<file path="config.mk">
export PLATFORM = sky130hd
export DESIGN_NAME = lenet_layer_sched
export DESIGN_NICKNAME = d
export VERILOG_FILES = /design/src/rtl/lenet_layer_sched.sv
export SDC_FILE = /design/constraint.sdc
export NUM_CORES = 1
export LEC_CHECK = 0
export BUFFER_PORTS_ARGS = -buffer_cell sky130_fd_sc_hd__buf_4
export CAP_MARGIN = 5
export CORE_ASPECT_RATIO = 0.7
export CORE_UTILIZATION = 45
export DETAILED_ROUTE_END_ITERATION = 16
export PLACE_DENSITY_LB_ADDON = 0.15
export SYNTH_ARGS = -nofsm -noshare
export SYNTH_HDL_FRONTEND = slang
export SYNTH_SLANG_ARGS = --single-unit
</file>
<file path="constraint.sdc">
create_clock -name clk -period 3.1 [get_ports clk]
set_input_delay 0.465 -clock clk [delete_from_list [all_inputs] [get_ports clk]]
set_output_delay 0.465 -clock clk [all_outputs]
set_load 0.05 [all_outputs]
</file>
<file path="src/rtl/lenet_layer_sched.sv">
// -----------------------------------------------------------------------------
// lenet_layer_sched
//
// Network-level sequencer for the LeNet accelerator. It launches the layer
// stages (conv1, pool1, conv2, pool2, conv3) strictly in order. Each stage is
// launched a configurable number of times with a one-cycle enable, and the
// sequencer waits for that stage's finish pulse before the next launch. It
// also provides a per-launch watchdog, abort, status and a whole-inference
// cycle count.
//
// Ports
//   clk           system clock
//   rst           asynchronous, active-low reset
//   start         begins an inference when sampled high in IDLE, DONE or ERR
//   abort         synchronous abort back to IDLE, beats every other event
//   rep_cfg       launches per stage, field s = [s*REP_W +: REP_W], 0 means 1
//   stage_en      one-hot launch pulse, one cycle wide
//   stage_finish  finish pulses returned by the stages
//   busy          high from the first LAUNCH cycle until DONE/ERR/IDLE
//   done          one-cycle pulse after the last launch of the last stage ends
//   err           sticky watchdog flag, cleared by start or abort
//   err_stage     index of the stage that timed out
//   cur_stage     index of the active stage (0 in IDLE)
//   total_cycles  cycles from the first LAUNCH through the final NEXT
// -----------------------------------------------------------------------------
module lenet_layer_sched #(
   parameter int NUM_STAGES = 5,
   parameter int REP_W      = 4,
   parameter int TIMEOUT    = 200000,
   parameter int CNT_W      = 32
) (
   input  logic                        clk,
   input  logic                        rst,
   input  logic                        start,
   input  logic                        abort,
   input  logic [NUM_STAGES*REP_W-1:0] rep_cfg,
   output logic [NUM_STAGES-1:0]       stage_en,
   input  logic [NUM_STAGES-1:0]       stage_finish,
   output logic                        busy,
   output logic                        done,
   output logic                        err,
   output logic [2:0]                  err_stage,
   output logic [2:0]                  cur_stage,
   output logic [CNT_W-1:0]            total_cycles
);

   // Wide enough to hold TIMEOUT itself, so TIMEOUT-1 never truncates.
   localparam int WAIT_W = $clog2(TIMEOUT) + 1;

   localparam logic [2:0] S_IDLE   = 3'd0;
   localparam logic [2:0] S_LAUNCH = 3'd1;
   localparam logic [2:0] S_WAIT   = 3'd2;
   localparam logic [2:0] S_NEXT   = 3'd3;
   localparam logic [2:0] S_DONE   = 3'd4;
   localparam logic [2:0] S_ERR    = 3'd5;

   localparam logic [NUM_STAGES-1:0] EN_ONE   = NUM_STAGES'(1);
   localparam logic [2:0]            LAST_STG = 3'(NUM_STAGES - 1);

   logic [2:0]                  r_state;
   logic [NUM_STAGES*REP_W-1:0] r_cfg;
   logic [2:0]                  r_stage;
   logic [REP_W-1:0]            r_rep;
   logic [WAIT_W-1:0]           r_wait;
   logic [CNT_W-1:0]            r_run;
   logic [NUM_STAGES-1:0]       r_stage_en;
   logic                        r_busy;
   logic                        r_done;
   logic                        r_err;
   logic [2:0]                  r_err_stage;
   logic [CNT_W-1:0]            r_total;

   logic [REP_W-1:0]            w_fld;
   logic [REP_W:0]              w_eff_rep;
   logic [REP_W:0]              w_rep_inc;
   logic                        w_more_reps;
   logic                        w_last_stage;
   logic [NUM_STAGES-1:0]       w_en_cur;
   logic [NUM_STAGES-1:0]       w_en_nxt;
   logic                        w_fin;
   logic [WAIT_W-1:0]           w_wait_inc;
   logic                        w_timeout;
   logic                        w_idle_like;
   logic [CNT_W-1:0]            w_run_sat;

   // Repeat field of the active stage, taken from the copy latched at start.
   always_comb begin
      w_fld = '0;
      for (int s = 0; s < NUM_STAGES; s++) begin
         if (r_stage == 3'(s)) begin
            w_fld = r_cfg[s*REP_W +: REP_W];
         end
      end
   end

   // A zero repeat field still runs the stage once.
   assign w_eff_rep    = (w_fld == '0) ? (REP_W+1)'(1) : {1'b0, w_fld};
   assign w_rep_inc    = {1'b0, r_rep} + (REP_W+1)'(1);
   assign w_more_reps  = (w_rep_inc < w_eff_rep);
   assign w_last_stage = (r_stage == LAST_STG);

   assign w_en_cur = EN_ONE << r_stage;
   assign w_en_nxt = EN_ONE << (r_stage + 3'd1);

   // Only the active stage's finish bit matters; others are ignored.
   assign w_fin = |(stage_finish & w_en_cur);

   // Watchdog fires on the WAIT cycle in which the incremented count reaches
   // TIMEOUT-1, so err shows up TIMEOUT cycles after the stage_en cycle and a
   // finish in that same cycle still wins.
   assign w_wait_inc = r_wait + WAIT_W'(1);
   assign w_timeout  = (w_wait_inc == WAIT_W'(TIMEOUT - 1));

   assign w_idle_like = (r_state == S_IDLE) || (r_state == S_DONE) ||
                        (r_state == S_ERR);

   assign w_run_sat = (&r_run) ? r_run : (r_run + CNT_W'(1));

   always_ff @(posedge clk or negedge rst) begin
      if (!rst) begin
         r_state     <= S_IDLE;
         r_cfg       <= '0;
         r_stage     <= '0;
         r_rep       <= '0;
         r_wait      <= '0;
         r_run       <= '0;
         r_stage_en  <= '0;
         r_busy      <= 1'b0;
         r_done      <= 1'b0;
         r_err       <= 1'b0;
         r_err_stage <= '0;
         r_total     <= '0;
      end else begin
         // Launch enable and done are single-cycle pulses.
         r_stage_en <= '0;
         r_done     <= 1'b0;
         if (r_busy) begin
            r_run <= w_run_sat;
         end

         if (abort) begin
            r_state <= S_IDLE;
            r_busy  <= 1'b0;
            r_err   <= 1'b0;
            r_stage <= '0;
            r_rep   <= '0;
         end else begin
            case (r_state)
               S_IDLE, S_DONE, S_ERR: begin
                  if (start) begin
                     r_cfg       <= rep_cfg;
                     r_stage     <= '0;
                     r_rep       <= '0;
                     r_run       <= '0;
                     r_err       <= 1'b0;
                     r_err_stage <= '0;
                     r_busy      <= 1'b1;
                     r_stage_en  <= EN_ONE;
                     r_state     <= S_LAUNCH;
                  end
               end
               S_LAUNCH: begin
                  r_wait  <= '0;
                  r_state <= S_WAIT;
               end
               S_WAIT: begin
                  if (w_fin) begin
                     r_state <= S_NEXT;
                  end else if (w_timeout) begin
                     r_state     <= S_ERR;
                     r_err       <= 1'b1;
                     r_err_stage <= r_stage;
                     r_busy      <= 1'b0;
                  end else begin
                     r_wait <= w_wait_inc;
                  end
               end
               S_NEXT: begin
                  if (w_more_reps) begin
                     r_rep      <= w_rep_inc[REP_W-1:0];
                     r_stage_en <= w_en_cur;
                     r_state    <= S_LAUNCH;
                  end else if (!w_last_stage) begin
                     r_stage    <= r_stage + 3'd1;
                     r_rep      <= '0;
                     r_stage_en <= w_en_nxt;
                     r_state    <= S_LAUNCH;
                  end else begin
                     // w_run_sat includes this NEXT cycle in the count.
                     r_total <= w_run_sat;
                     r_done  <= 1'b1;
                     r_busy  <= 1'b0;
                     r_state <= S_DONE;
                  end
               end
               default: begin
                  r_state <= S_IDLE;
                  r_busy  <= 1'b0;
               end
            endcase
         end
      end
   end

   assign stage_en     = r_stage_en;
   assign busy         = r_busy;
   assign done         = r_done;
   assign err          = r_err;
   assign err_stage    = r_err_stage;
   assign cur_stage    = r_stage;
   assign total_cycles = r_total;

endmodule

</file>
== Yosys cells after proc, flatten, opt, wreduce, memory -nomap -nowiden ==
Cells that the tools add are included.
W data, S select, Z words.

* Shift operators: 2
* Add/sub/neg operators: 4
* $mul: 0
* Mux-type cells: 55
* Reductions and logical operators: 19
* Eq/ne operators: 23
* Div/mod/pow operators: 0
* Bitwise operators: 3
* $lt $le $gt $ge: 1

{| class="wikitable"
|+ Operator list
! operator !! number
|-
| $mux W32 || 5
|-
| $mux W4 || 10
|-
| $mux W19 || 2
|-
| $pmux W19 S2 || 1
|-
| $mux W3 || 12
|-
| $add A32 B1 Y32 const B || 1
|-
| $reduce_and A32 Y1 || 1
|-
| $add A19 B1 Y19 const B || 1
|-
| $eq A19 B18 Y1 const B || 1
|-
| $ne A3 B3 Y1 const B || 6
|-
| $reduce_and A4 Y1 || 4
|-
| $mux W1 || 15
|-
| $mux W5 || 3
|-
| $eq A3 B2 Y1 const B || 4
|-
| $pmux W3 S2 || 2
|-
| $pmux W3 S4 || 1
|-
| $ne A2 B2 Y1 const B || 5
|-
| $pmux W5 S2 || 1
|-
| $shl A1 B3 Y5 const A || 2
|-
| $eq A3 B3 Y1 const B || 3
|-
| $ne A4 B4 Y1 const B || 2
|-
| $pmux W4 S2 || 1
|-
| $eq A3 B1 Y1 const B || 2
|-
| $logic_not A3 Y1 || 2
|-
| other kinds (16) || 20
|}

* Bits in latches: 0
* Memory bits (read-only): 0
* Bits of input ports: 29
* Memories kept: 0
* Register bits: 124
* Memory bits (writable): 0
* Output and inout bits: 46
* Word-level logic and storage cells: 119

== Logic depth before layout (Yosys ltp) ==
* Word-level depth: 12
* Gate-level depth with buffers: 17
* Gate-level depth less buffers: 14

== Worst setup path before layout ==
No wires, ideal clock.

* Kind: reg-to-reg
* Start: register r_stage[2], in the netlist cur_stage[2]
* End: register r_rep[2]
* Buffers on the path: 2
* Cell stages (with the launch flop): 17
* Clock period less this slack: 3,657 ps
* Library setup time: 126 ps
* Arrival: 3,531 ps
* Setup slack: -557 ps
* Data required time: 2,974 ps
* Cells stage by stage: dfrtp_1 -> buf_2 -> inv_1 -> ha_1 -> clkbuf_1 -> nor2_1 -> o21ai_0 -> o21ai_0 -> o21ai_0 -> ha_1 -> o21a_1 -> o21ai_0 -> a21oi_1 -> o311ai_0 -> a21oi_2 -> nand2b_1 -> a221o_1

* Longest elaborated chain between the ends: 12
* Elaborated cells between the ends (all ways): 18
* Classes of those cells: order compare (1); eq/ne (5); mux (9); reduce/logical (3)

{| class="wikitable"
|+ RTL lines
! what !! line !! source
|-
| from (decl) || 62 || <nowiki>logic [2:0] r_stage;</nowiki>
|-
| from (signal assigned) || 184 || <nowiki>r_stage <= r_stage + 3'd1;</nowiki>
|-
| $logic_not A3 Y1 || 90 || <nowiki>if (r_stage == 3'(s)) begin</nowiki>
|-
| $mux W4 (5 in a row) || 90 ||
|-
| $logic_not A4 Y1 || 97 || <nowiki>assign w_eff_rep = (w_fld == '0) ? (REP_W+1)'(1) : {1'b0, w_fld};</nowiki>
|-
| $mux W4 || 97 ||
|-
| $lt A5 B4 Y1 || 99 || <nowiki>assign w_more_reps = (w_rep_inc < w_eff_rep);</nowiki>
|-
| $mux W4 || 179 || <nowiki>if (w_more_reps) begin</nowiki>
|-
| $pmux W4 S2 || 148 || <nowiki>case (r_state)</nowiki>
|-
| $mux W4 || 141 || <nowiki>if (abort) begin</nowiki>
|-
| to (signal assigned) || 180 || <nowiki>r_rep <= w_rep_inc[REP_W-1:0];</nowiki>
|-
| to (decl) || 63 || <nowiki>logic [REP_W-1:0] r_rep;</nowiki>
|}

Several ways; a longest one is shown, not always the timed one.
A chain may end at the register's enable or synchronous reset.

== Final worst setup path ==
* Start: register r_stage[0], in the netlist cur_stage[0]
* End: register r_stage_en[0], in the netlist stage_en[0]

* Longest elaborated chain between the ends: 12
* Elaborated cells between the ends (all ways): 20
* Classes of those cells: add/sub (1); order compare (1); eq/ne (4); shift (2); mux (10); reduce/logical (2)

{| class="wikitable"
|+ RTL lines
! what !! line !! source
|-
| $logic_not A3 Y1 || 90 ||
|-
| $mux W4 (5 in a row) || 90 ||
|-
| $logic_not A4 Y1 || 97 ||
|-
| $mux W4 || 97 ||
|-
| $lt A5 B4 Y1 || 99 ||
|-
| $mux W5 (*) || 179 ||
|-
| $pmux W5 S2 (*) || 148 ||
|-
| $mux W5 (*) || 141 ||
|-
| to (signal assigned) || 181 || <nowiki>r_stage_en <= w_en_cur;</nowiki>
|-
| to (signal assigned) || 186 || <nowiki>r_stage_en <= w_en_nxt;</nowiki>
|-
| to (decl) || 66 || <nowiki>logic [NUM_STAGES-1:0] r_stage_en;</nowiki>
|}

Mark *: on every way between the ends. The rest lies on a longest branch, timed or not.

==> metrics.txt <==
post-synth top area share=0.446; most common library cells after synthesis=124 x dfrtp_1, 80 x nor2_1, 49 x nand2_1; run status=complete, but fails checks; area delta synth->final=28.6%; CTS Root Cell=clkbuf_16; unrepaired setup endpoints after global routing=yes; Worst-path clk slew=roughly 0.060 ns; Pleak=slightly above 4 nW; Routed Antenna Nets=0; Core Util, Final=0.600; CP Launch Type=flop; core area=approximately 15000 um2; chip width=151 um; max_cap viols=0; Sink Count=approximately 120; Synth Register Bits=about 120; period utilization=1.03; height of the chip=about 110 um; GPL Wtd Cong=slightly below 0.9; Synth area leader=dfrtp_1; Crit path largest cell delay=about 0.52 ns; post-synthesis sequential area ratio=0.446; most common cell in the synthesized netlist=dfrtp_1; Remaining DRCs=0; Detail Placement HPWL=11.9 mm; CP endpoint kind=flop; Fin. Hold Viols=0; crit-path max FO=5; CP most frequent cell=nor2b_4; failing checks=setup timing; Worst Tran Pin Value=around 0.77 ns; CTS tree=yes; worst path cell trace=inv_4, ha_4, nor2b_4, a221oi_4, o21ai_2, mux2i_2, ha_1, nand3_1, and3_4, nor2b_4, and2_4, a21oi_4, mux2_4, a31o_2; total congestion overflow=0; final setup margin=-0.0838 ns; fmax=approximately 310 MHz; global-route wire length before repair=slightly below 30 mm; Total Power=about 4.5 mW; syn avg cell area=9.46 um2; Initial Utilization=0.467; Post-synth EDFFs=0; max-slew violations=0; prevailing post-synth register cell=dfrtp_1; DP Area=between 7000 and 8000 um2; Site Rows=37; Worst Path Required=3.41 ns; vias after detailed routing=about 5.8k; Total GRT Usage=0.236; Rel. slew slack=0.479; HP Class=in2async; Fill cells=1252; total wire length=between 15 and 20 mm; WS Path Type=reg2reg; n_diodes=0; count of final setup violators=22; hold_ws=0.00611 ns; htree depth=4; mapped cell area=slightly below 7000 um2; power per cell area=between 500 and 600 nW/um2; Routed wire per std cell=between 15 and 20 um; final instance area=around 9000 um2; vias in the first global route=around 5.7k; Initial DRT Pass Iterations=6; Clock Skew=about 0.0095 ns; Syn Nets=~780; Tmin final=around 3.2 ns; initial DRC count=approximately 380; nets@finish=approximately 870; asr flop ratio synth=1.00; vias per cell=around 5.6; PortBufs=74; worst path arrival time=between 3 and 4 ns; CTS Buf Count=17; yosys warns=0; die area=between 15000 and 20000 um2; Worst-Skew Late Latency=roughly 0.42 ns; ranking of synthesized cells by area=dfrtp_1 45%, xor2_1 5.5%, nor2_1 4.3%; Bufs on Longest Clock Path=2; Hold Buf Count CTS=0; VDD IR-drop max=397 uV; initial antenna violation count=0; largest net degree at the start of global routing=45; Crit-path slowest cell=dfrtp_4; unique cell type count in the Yosys netlist=roughly 70; Cells after Synth=736; layout cells sized above 1=0.293; Ports=between 70 and 80
==> cells by family (layout without fill, tap and decap cells) <==
group	Yosys count	in the layout	share of synthesized area
buffers and inverters	62	166	0.0414
xor gates and xnor gates	64	64	0.0805
and+or+nand+nor	297	297	0.222
adders and majority gates	17	17	0.0306
AOI/OAI and AO/OA	140	140	0.129
muxes	32	32	0.0509
DFF	124	124	0.446
==> path summary, 6_finish.rpt <==
check	from	cells past startpoint	endpoint	slack, ns
setup / recovery	cur_stage[0]	14	stage_en[0]	-0.08
min in group clk	rep_cfg[8]	3	r_cfg[8]	0.25
hold / removal	rst	1	r_cfg[6]	0.006
max in group asynchronous	rst	2	total_cycles[22]	2.35
setup reg to reg	cur_stage[0]	14	stage_en[0]	-0.08
hold reg to reg	err_stage[2]	1	err_stage[2]	0.51
==> report_power, final <==
part / leakage, nW / total, mW / switching [mW] / internal [mW]
sequential: 1.68 / 1.89 / 0.147 / 1.74
clock: 0.269 / 1.92 / 0.774 / 1.15
combinational: 2.12 / 0.704 / 0.364 / 0.340
total: 4.06 / 4.52 / 1.28 / 3.23
==> worst max-delay path, delay by kind of cell (launching register included) <==
kind	cells	cell delay (ns)
buf+inv	1	0.10
fa+ha+maj	2	0.51
mux	2	0.43
compound gates	4	0.71
flops	1	0.52
simple gates	5	0.80
==> layout make-up <==
cell class / instances / area (um2) / area share
tap: 195 / 244 / 0.0273
timing repair buffer: 123 / 1050 / 0.117
inverter: 11 / 46.3 / 0.00517
sequential: 124 / 3110 / 0.347
multi-input combinational: 550 / 3930 / 0.439
clock inverter: 12 / 114 / 0.0127
clock buffer: 20 / 457 / 0.0510
==> placed cells by master, fill, tap and decap left out, drive strengths merged, types with 8 or more instances in the layout <==
| cell | instances |
|---|---|
| nor2 | 80 |
| clkbuf | 22 |
| and2 | 10 |
| dfrtp | 124 |
| mux2 | 24 |
| nand2 | 50 |
| nand3 | 43 |
| or3 | 9 |
| inv | 13 |
| nor2b | 8 |
| buf | 121 |
| and3 | 20 |
| ha | 17 |
| o21ai | 28 |
| nor3 | 17 |
| a21o | 11 |
| a21oi | 49 |
| xnor2 | 20 |
| mux2i | 8 |
| nand4 | 22 |
| xor2 | 44 |
| nand2b | 10 |
==> per-layer routing <==
| layer | track usage | vias up | share of wire |
|---|---|---|---|
| met5 | 0 | - | 0 |
| met2 | 0.346 | 130 | 0.44 |
| met4 | 0.0800 | 0 | 0.013 |
| li1 | - | 2798 | - |
| met3 | 0.0446 | 19 | 0.034 |
| met1 | 0.347 | 2872 | 0.51 |
==> per-stage QoR <==
step	std cells	setup TNS, ns	setup slack (ns)
after floorplan	736	-0.911	-0.0749
after global placement	988	-4.10	-0.123
after detailed placement	988	-11.03	-0.289
after CTS	1032	-0.333	-0.0569
after global routing	1035	-7.62	-0.238
final	1035	-0.855	-0.0838
==> state kept, by name, indices dropped and copies added (netlist names) <==
register      cells
err               1
r_wait           19
total_cycles     32
err_stage         3
r_state           3
busy              1
r_run            32
r_cfg            20
r_rep             4
done              1
cur_stage         3
stage_en          5
==> timing repair <==
action / in CTS / in global routing
resized for setup: 39 / 16
cloned: 1 / 2
setup buffers: 12 / 1
pin swaps: 22 / 10
endpoints found under the setup margin: 48 / 48
Note: power is estimated with default switching activity, not from simulation.
